<file path="src/rtl/reg_bus_arbiter_if.sv">
// Requester and register-file signals of reg_bus_arbiter, grouped for port use.
// slave = arbiter side, master = requesters plus register-file model side.
interface reg_bus_arbiter_if #(
    parameter int N_REQ = 3,
    parameter int AW    = 19,
    parameter int DW    = 19
) ();
    logic [N_REQ-1:0]    req_valid;
    logic [N_REQ-1:0]    req_write;
    logic [N_REQ-1:0]    req_lock;
    logic [N_REQ*AW-1:0] req_addr;
    logic [N_REQ*DW-1:0] req_wdata;
    logic [N_REQ-1:0]    req_ready;
    logic [N_REQ-1:0]    rsp_valid;
    logic [DW-1:0]       rsp_rdata;
    logic                bus_valid;
    logic                bus_write;
    logic [AW-1:0]       bus_addr;
    logic [DW-1:0]       bus_wdata;
    logic [DW-1:0]       bus_rdata;

    modport slave (
        input  req_valid, req_write, req_lock, req_addr, req_wdata, bus_rdata,
        output req_ready, rsp_valid, rsp_rdata, bus_valid, bus_write, bus_addr, bus_wdata
    );

    modport master (
        output req_valid, req_write, req_lock, req_addr, req_wdata, bus_rdata,
        input  req_ready, rsp_valid, rsp_rdata, bus_valid, bus_write, bus_addr, bus_wdata
    );
endinterface

</file>
<file path="src/rtl/reg_bus_arbiter.sv">
// Round-robin arbiter sharing one register-file bus among N_REQ requesters (IDLE/ISSUE/RESP).
// Optional grant locking is compiled in with the REGARB_LOCK_EN macro.
module reg_bus_arbiter #(
    parameter int N_REQ = 3,
    parameter int AW    = 19,
    parameter int DW    = 19
) (
    input  logic               clk,
    input  logic               rst_n,
    reg_bus_arbiter_if.slave   rb
);
    localparam int IW = $clog2(N_REQ);

    typedef enum logic [1:0] {
        S_IDLE  = 2'd0,
        S_ISSUE = 2'd1,
        S_RESP  = 2'd2
    } state_t;

    state_t           r_state;
    state_t           w_state_nxt;
    logic [IW-1:0]    r_last_grant;
    logic [IW-1:0]    r_winner;
    logic [IW-1:0]    w_rr_idx;
    logic [IW-1:0]    w_probe;
    logic [IW-1:0]    w_winner;
    logic             w_rr_found;
    logic             w_advance;
    logic             w_accept;
    logic [N_REQ-1:0] w_ready;
    logic [N_REQ-1:0] r_rsp_valid;
    logic [DW-1:0]    r_rsp_rdata;
    logic             r_bus_valid;
    logic             r_bus_write;
    logic [AW-1:0]    r_bus_addr;
    logic [DW-1:0]    r_bus_wdata;

    // Round-robin search starting one past the last grant
    always_comb begin
        w_rr_found = 1'b0;
        w_rr_idx   = r_last_grant;
        w_probe    = r_last_grant;
        for (int k = 1; k <= N_REQ; k++) begin
            w_probe = IW'((int'(r_last_grant) + k) % N_REQ);
            if (!w_rr_found && rb.req_valid[w_probe]) begin
                w_rr_found = 1'b1;
                w_rr_idx   = w_probe;
            end else begin
                w_rr_found = w_rr_found;
            end
        end
    end

`ifdef REGARB_LOCK_EN
    logic          r_lock_active;
    logic [IW-1:0] r_lock_idx;

    // A held lock re-grants its owner without moving the round-robin pointer
    always_comb begin
        if (r_lock_active && rb.req_valid[r_lock_idx]) begin
            w_winner  = r_lock_idx;
            w_advance = 1'b0;
        end else begin
            w_winner  = w_rr_idx;
            w_advance = 1'b1;
        end
    end

    // Lock ownership is re-evaluated at every acceptance
    always_ff @(posedge clk or negedge rst_n) begin
        if (!rst_n) begin
            r_lock_active <= 1'b0;
            r_lock_idx    <= '0;
        end else if (w_accept) begin
            r_lock_active <= rb.req_lock[w_winner];
            r_lock_idx    <= w_winner;
        end
    end
`else
    logic w_unused_lock;
    assign w_unused_lock = |rb.req_lock;
    assign w_winner      = w_rr_idx;
    assign w_advance     = 1'b1;
`endif

    // State register
    always_ff @(posedge clk or negedge rst_n) begin
        if (!rst_n) begin
            r_state <= S_IDLE;
        end else begin
            r_state <= w_state_nxt;
        end
    end

    // Next state and accept pulse; no acceptance while reset is held
    always_comb begin
        w_state_nxt = r_state;
        w_ready     = '0;
        w_accept    = 1'b0;
        case (r_state)
            S_IDLE: begin
                if (rst_n && (|rb.req_valid)) begin
                    w_accept          = 1'b1;
                    w_ready[w_winner] = 1'b1;
                    w_state_nxt       = S_ISSUE;
                end else begin
                    w_state_nxt = S_IDLE;
                end
            end
            S_ISSUE: w_state_nxt = S_RESP;
            S_RESP:  w_state_nxt = S_IDLE;
            default: w_state_nxt = S_IDLE;
        endcase
    end

    // Command latch drives the bus for the single ISSUE cycle; response built from it
    always_ff @(posedge clk or negedge rst_n) begin
        if (!rst_n) begin
            r_last_grant <= IW'(N_REQ - 1);
            r_winner     <= '0;
            r_bus_valid  <= 1'b0;
            r_bus_write  <= 1'b0;
            r_bus_addr   <= '0;
            r_bus_wdata  <= '0;
            r_rsp_valid  <= '0;
            r_rsp_rdata  <= '0;
        end else begin
            r_bus_valid <= w_accept;
            r_bus_write <= w_accept ? rb.req_write[w_winner] : 1'b0;
            r_bus_addr  <= w_accept ? rb.req_addr[int'(w_winner) * AW +: AW] : '0;
            r_bus_wdata <= w_accept ? rb.req_wdata[int'(w_winner) * DW +: DW] : '0;
            if (w_accept) begin
                r_winner <= w_winner;
            end
            if (w_accept && w_advance) begin
                r_last_grant <= w_winner;
            end
            r_rsp_valid <= '0;
            if (r_state == S_ISSUE) begin
                r_rsp_valid[r_winner] <= 1'b1;
                r_rsp_rdata           <= r_bus_write ? '0 : rb.bus_rdata;
            end
        end
    end

    assign rb.req_ready = w_ready;
    assign rb.rsp_valid = r_rsp_valid;
    assign rb.rsp_rdata = r_rsp_rdata;
    assign rb.bus_valid = r_bus_valid;
    assign rb.bus_write = r_bus_write;
    assign rb.bus_addr  = r_bus_addr;
    assign rb.bus_wdata = r_bus_wdata;
endmodule

</file>
<file path="src/flat_wrapper.sv">
// flat-port wrapper written by rule: the top's interface ports become plain ports
module reg_bus_arbiter_flat 
#(
    parameter int N_REQ = 3,
    parameter int AW    = 19,
    parameter int DW    = 19
)
  (clk, rst_n, rb_req_valid, rb_req_write, rb_req_lock, rb_req_addr, rb_req_wdata, rb_bus_rdata, rb_req_ready, rb_rsp_valid, rb_rsp_rdata, rb_bus_valid, rb_bus_write, rb_bus_addr, rb_bus_wdata);
  reg_bus_arbiter_if #(.N_REQ(N_REQ), .AW(AW), .DW(DW)) rb_i ();
  input  logic clk;
  input  logic rst_n;
  input wire logic [$bits(rb_i.req_valid)-1:0] rb_req_valid;
  input wire logic [$bits(rb_i.req_write)-1:0] rb_req_write;
  input wire logic [$bits(rb_i.req_lock)-1:0] rb_req_lock;
  input wire logic [$bits(rb_i.req_addr)-1:0] rb_req_addr;
  input wire logic [$bits(rb_i.req_wdata)-1:0] rb_req_wdata;
  input wire logic [$bits(rb_i.bus_rdata)-1:0] rb_bus_rdata;
  output wire logic [$bits(rb_i.req_ready)-1:0] rb_req_ready;
  output wire logic [$bits(rb_i.rsp_valid)-1:0] rb_rsp_valid;
  output wire logic [$bits(rb_i.rsp_rdata)-1:0] rb_rsp_rdata;
  output wire logic [$bits(rb_i.bus_valid)-1:0] rb_bus_valid;
  output wire logic [$bits(rb_i.bus_write)-1:0] rb_bus_write;
  output wire logic [$bits(rb_i.bus_addr)-1:0] rb_bus_addr;
  output wire logic [$bits(rb_i.bus_wdata)-1:0] rb_bus_wdata;
  assign rb_i.req_valid = rb_req_valid;
  assign rb_i.req_write = rb_req_write;
  assign rb_i.req_lock = rb_req_lock;
  assign rb_i.req_addr = rb_req_addr;
  assign rb_i.req_wdata = rb_req_wdata;
  assign rb_i.bus_rdata = rb_bus_rdata;
  assign rb_req_ready = rb_i.req_ready;
  assign rb_rsp_valid = rb_i.rsp_valid;
  assign rb_rsp_rdata = rb_i.rsp_rdata;
  assign rb_bus_valid = rb_i.bus_valid;
  assign rb_bus_write = rb_i.bus_write;
  assign rb_bus_addr = rb_i.bus_addr;
  assign rb_bus_wdata = rb_i.bus_wdata;
  reg_bus_arbiter #(.N_REQ(N_REQ), .AW(AW), .DW(DW)) u_core (.clk(clk), .rst_n(rst_n), .rb(rb_i));
endmodule
</file>
<file path="config.mk">
export PLATFORM = sky130hd
export DESIGN_NAME = reg_bus_arbiter_flat
export DESIGN_NICKNAME = d
export VERILOG_FILES = /design/src/rtl/reg_bus_arbiter_if.sv /design/src/rtl/reg_bus_arbiter.sv /design/src/flat_wrapper.sv
export SDC_FILE = /design/constraint.sdc
export NUM_CORES = 1
export LEC_CHECK = 0
export CELL_PAD_IN_SITES_DETAIL_PLACEMENT = 0
export CELL_PAD_IN_SITES_GLOBAL_PLACEMENT = 2
export CORE_MARGIN = 5
export CORE_UTILIZATION = 21
export DETAILED_ROUTE_END_ITERATION = 7
export PLACE_DENSITY = 0.91
export SETUP_SLACK_MARGIN = 0.15
export SKIP_CTS_REPAIR_TIMING = 1
export SLEW_MARGIN = 20
export SYNTH_ARGS = -nofsm -noshare
export SYNTH_HDL_FRONTEND = slang
export SYNTH_SLANG_ARGS = --single-unit
</file>
<file path="constraint.sdc">
create_clock -name clk -period 3.3 [get_ports clk]
set_input_delay 0.66 -clock clk [delete_from_list [all_inputs] [get_ports clk]]
set_output_delay 0.66 -clock clk [all_outputs]
set_load 0.1 [all_outputs]
</file>
[Yosys cells after proc, flatten, opt, wreduce, memory -nomap -nowiden]
Index checks and enable logic that the tools add are counted.
Word-level totals
  register bits after elaboration: 68
  bits of input ports: 144
Operators by class
  $add $sub $neg: 3
  $mul: 1
  div/mod/pow operators: 3
  magnitude comparators: 7
  equal/unequal tests: 1
  shift operators: 2
  mux-type cells: 28
  reductions and logical operators: 9
Operators by type and width (number)
  57-bit by 32-bit indexed part select with 19-bit output: 2
  32-bit by 3-bit modulo with 32-bit output (second input constant): 3
  19-bit 2-to-1 mux: 3
  2-bit by 3-bit less-than comparator with 1-bit output (second input constant): 5
  1-bit 2-to-1 mux: 12
  3-bit 2-to-1 mux: 3
  1-bit binary-select mux with 2-bit select: 4
  2-bit by 5-bit multiplier with 7-bit output (second input constant): 1
  2-bit by 2-bit adder with 3-bit output (second input constant): 2
  2-bit 2-to-1 mux: 3
  1-bit logical AND: 5
  1-bit demux with 2-bit select: 2
  2-bit by 1-bit greater-or-equal comparator with 1-bit output (second input constant): 2
  2-bit case mux with 2 select lines: 1
  2-bit by 1-bit adder with 3-bit output (second input constant): 1
  3-bit OR reduction: 1
  2-bit by 1-bit equality test with 1-bit output (second input constant): 1
  1-bit zero test: 2
  2-bit zero test: 1

[Depth between registers and ports, before layout]
  depth in word-level cells: 17
  gate-level depth with buffers: 10

[Worst setup path after synthesis]
OpenSTA, ideal clock, no wires.
  path type: reg-to-output
  start: reg, netlist name u_core.r_winner[0]
  end: out rb_req_ready[0]
  arrival: 3140 ps
  required time: 2640 ps
  setup slack: -500 ps
  cell stages (with the launch flop): 11
  path buffers: 2
  cells stage by stage: dfrtp_1 > inv_1 > ha_1 > buf_6 > mux2i_1 > mux2_2 > and3_1 > o22a_1 > nand2_1 > buf_4 > nor2_1
RTL lines
  end: declaration: line flat_wrapper.sv:18  | output wire logic [$bits(rb_i.req_ready)-1:0] rb_req_ready;

[Worst setup path after layout]
  start: reg u_core.r_last_grant[1]
  end: out rb_req_ready[0]
Between the ends
  cells in the longest elaborated chain, start to end: 17
  elaborated cells between the ends (all ways): 28
  classes of those cells: add/sub: 3; div: 3; order compare: 2; mux: 15; reduce/logical: 5
Ends and longest elaborated chain
  start: declaration: line reg_bus_arbiter.sv:22  | logic [IW-1:0] r_last_grant;
  start signal: assignment: line reg_bus_arbiter.sv:119  | r_last_grant <= IW'(N_REQ - 1);
  start signal: assignment: line reg_bus_arbiter.sv:136  | r_last_grant <= w_winner;
  2-bit by 1-bit adder with 3-bit output: line reg_bus_arbiter.sv:44  | w_probe = IW'((int'(r_last_grant) + k) % N_REQ);
  32-bit by 3-bit modulo with 32-bit output: line reg_bus_arbiter.sv:44
  1-bit binary-select mux with 2-bit select: line reg_bus_arbiter.sv:45  | if (!w_rr_found && rb.req_valid[w_probe]) begin
  1-bit 2-to-1 mux (not written as such): line reg_bus_arbiter.sv:45
  1-bit 2-to-1 mux: line reg_bus_arbiter.sv:45
  1-bit zero test: line reg_bus_arbiter.sv:45
  1-bit logical AND: line reg_bus_arbiter.sv:45
  1-bit 2-to-1 mux: line reg_bus_arbiter.sv:45
  1-bit zero test: line reg_bus_arbiter.sv:45
  1-bit logical AND: line reg_bus_arbiter.sv:45
  2-bit 2-to-1 mux (*): line reg_bus_arbiter.sv:45
  2-bit by 3-bit less-than comparator with 1-bit output (not written as such) or 2-bit by 1-bit greater-or-equal comparator with 1-bit output (tied branches): line reg_bus_arbiter.sv:104  | w_ready[w_winner] = 1'b1;
  1-bit logical AND (not written as such): line reg_bus_arbiter.sv:104
  1-bit 2-to-1 mux (not written as such): line reg_bus_arbiter.sv:104
  1-bit demux with 2-bit select (*)
  3-bit 2-to-1 mux (*): line reg_bus_arbiter.sv:102  | if (rst_n && (|rb.req_valid)) begin
  3-bit 2-to-1 mux (*): line reg_bus_arbiter.sv:100  | case (r_state)
Mark *: on every way between the ends. The rest lies on a longest branch, timed or not. The select of a mux whose other input is x is not followed.

==> impl_metrics.yaml <==
outcome:
  status: "finished clean"
route:
  vias: 2989
  routed_wl_mm: 10.8
  dr.pass1.iters: 4
  drcViolationCount: 0
  ant_nets: 0
  wl_per_cell_um: 15.3
  drt_iter0_drc: 75
  via_per_inst: 4.23
cts:
  cts_buffers: 9
  clock_path_buffers: 2
  cts_tree: "done"
  cts-root-buf: "clkbuf_16"
  clkTransAtPathRegs_ps: 50
  worstSkewPairLatency_ps: 330
  htree_levels: 3
  cts.sinks: 66
finish:
  final_nets: 639
  drive_gt1_share_pct: 25.5
  diodes: 0
  nFillCells: 1519
  fin_area_um2: 5860
  areaGrowthSynthToFinish_pct: 77.8
  post-route-util_pct: 38.3
synth:
  syn_inst: 283
  synth_fa_ha_area_share_pct: 1.52
  synth_top_family_by_area: "compound AO/OA/AOI/OAI gates"
  syn_nets: 431
  async_reset_ff_share_pct: 100
  synth_area_um2: 3300
  synthFlopType: "dfrtp_1"
  ys_seq_elements: 66
  synth_xor_area_share_pct: 0
  synthSimpleGateAreaFrac_pct: 11.2
  syn_area_per_cell_um2: 11.7
  synth_edf_count: 0
  synth_compound_gate_area_share_pct: 19.8
  synth_seq_area_share_pct: 50.1
  ys_types: 40
  yosysWarnings: 0
  synth_mux_area_share_pct: 12.8
critical_path:
  cp-end-kind: "primary output"
  cp.required_ps: 2640
  critPathMaxFanout: 7
  arrival_ps: 2410
  start_kind: "flop"
  critPathKind: "flop to primary output"
min_path:
  hp-class: "flop to flop"
grt:
  grtUsageMet2_pct: 19.9
  grt_use_total_pct: 11.7
  grt-ovfl-total: 0
  grtUsageMet3_pct: 6.13
  grt_pass1_wl_mm: 16.7
  grt_pass1_vias: 3177
  grt_max_degree: 67
  grtUsageMet1_pct: 13.0
  antenna_found_initial: 0
  grt.busiest_layer: "met2"
timing:
  finalCriticalPeriod_ps: 3070
  final-setup-viol-count: 0
  relSlewSlack_pct: 43.2
  period_share_pct: 92.9
  tightest_slew_ps: 852
  fmax_ghz: 0.326
  skew_ps: 5.52
  finalWorstSetupSlack_ps: 233
  slew_viol_final: 0
  fin_setup_tns_ps: 0
  hold_viol: 0
  rsz0062_at_grt: "true"
floorplanning:
  die_x_um: 135
  num_io_pins: 209
  design.die.area_um2: 18300
  core-area_um2: 15300
  die-height_um: 135
  row_count: 45
  start_util_pct: 21.5
placed_design:
  placed_cell_area_um2: 5450
  dp_slack_ps: 63.2
  port_buffers: 205
  globalplace.congestion: 0.821
  hpwl_mm: 8.25
power:
  total_power_w: 0.00702
  p_per_area_nw_per_um2: 1200
  leakage_nw: 2.59
  ir_worst_vdd_v: 0.000536
job:
  maxCapViolations: 0
==> layout make-up <==
class | count | area [um^2] | area share, %
multi-input combinational | 191 | 1580 | 26.9
timing repair buffer | 218 | 2040 | 34.8
clock buffer | 13 | 270 | 4.61
clock inverter | 2 | 35.0 | 0.597
inverter | 5 | 18.8 | 0.320
tap | 211 | 264 | 4.50
sequential | 66 | 1650 | 28.2
==> placed cells by master, fill, tap and decap left out, types with 2 or more instances in the layout <==
| master | n |
|---|---|
| mux2i_1 | 40 |
| a21oi_1 | 3 |
| inv_1 | 3 |
| o21ai_0 | 24 |
| nand2_1 | 25 |
| dlymetal6s2s_1 | 3 |
| nor3_1 | 3 |
| clkbuf_16 | 9 |
| buf_4 | 75 |
| clkbuf_8 | 3 |
| buf_12 | 4 |
| and3_1 | 2 |
| o2bb2ai_1 | 26 |
| dfrtp_1 | 64 |
| ha_1 | 2 |
| clkdlybuf4s50_1 | 136 |
| nor2_1 | 2 |
| o2bb2ai_2 | 13 |
| inv_2 | 2 |
| ha_4 | 2 |
| nand2b_1 | 21 |
| o21a_1 | 2 |
==> critical path: stages, from the launching register on <==
cell and delay [ps]:
dfstp_2 590, inv_2 70, ha_4 180, nand2b_4 160, and4_1 190, a311oi_2 300, o21ai_2 120, buf_4 160
nor2_4 120, buf_12 180
==> per-layer routing <==
metal | part of all wire (%) | vias up
met1 | 39 | 1385
met5 | 0 | -
met3 | 11 | 6
met4 | 0.86 | 0
li1 | - | 1444
met2 | 49 | 154
==> state kept, by name, summed over array words and instances, names as in the netlist <==
name                 flops
u_core.r_state           2
u_core.r_last_grant      1
u_core.r_winner          2
u_core.rb.bus_addr      19
u_core.rb.bus_write      1
u_core.rb.rsp_valid      3
u_core.rb.bus_wdata     19
u_core.rb.rsp_rdata     19
==> cell families after synthesis <==
family,after synthesis
DFF,66
AOI/OAI and AO/OA,78
and+or+nand+nor,67
adders and majority gates,4
muxes,42
buffers and inverters,26
==> synthesized netlist by cell type (4+ instances only) <==
library cell  count  area [um^2]
buf_2             8         40.0
buf_6             5         56.3
clkbuf_1          5         18.8
dfrtp_1          65         1630
ha_1              4         50.1
inv_1             5         18.8
mux2i_1          41          410
nand2_1          26         97.6
nand2b_1         23          144
o21ai_0          24          120
o2bb2ai_1        26          228
o2bb2ai_2        13          195
==> stage by stage <==
step,hold WS (ps),cells
2_1_floorplan,364,283
3_3_place_gp,464,685
3_5_place_dp,471,685
4_1_cts,481,700
5_1_grt,506,706
6_report,476,706
==> path summary, 6_finish.rpt <==
path	from	to	slack, ps	cells after the start
setup / recovery	u_core.r_last_grant[1]	rb_req_ready[0]	230	9
setup reg to reg	u_core.r_last_grant[1]	u_core.rb.bus_wdata[8]	660	9
max in group asynchronous	rst_n	u_core.rb.bus_addr[17]	2200	2
min in group asynchronous	rst_n	u_core.rb.rsp_rdata[11]	510	2
hold / removal	u_core.rb.rsp_rdata[8]	u_core.rb.rsp_rdata[8]	480	2
hold reg to reg	u_core.rb.rsp_rdata[8]	u_core.rb.rsp_rdata[8]	480	2
==> power breakdown <==
group          switching [W]  internal [W]
clock network       0.000341      0.000641
logic                0.00340       0.00136
registers           0.000152       0.00113
(Power assumes the default switching activity.)
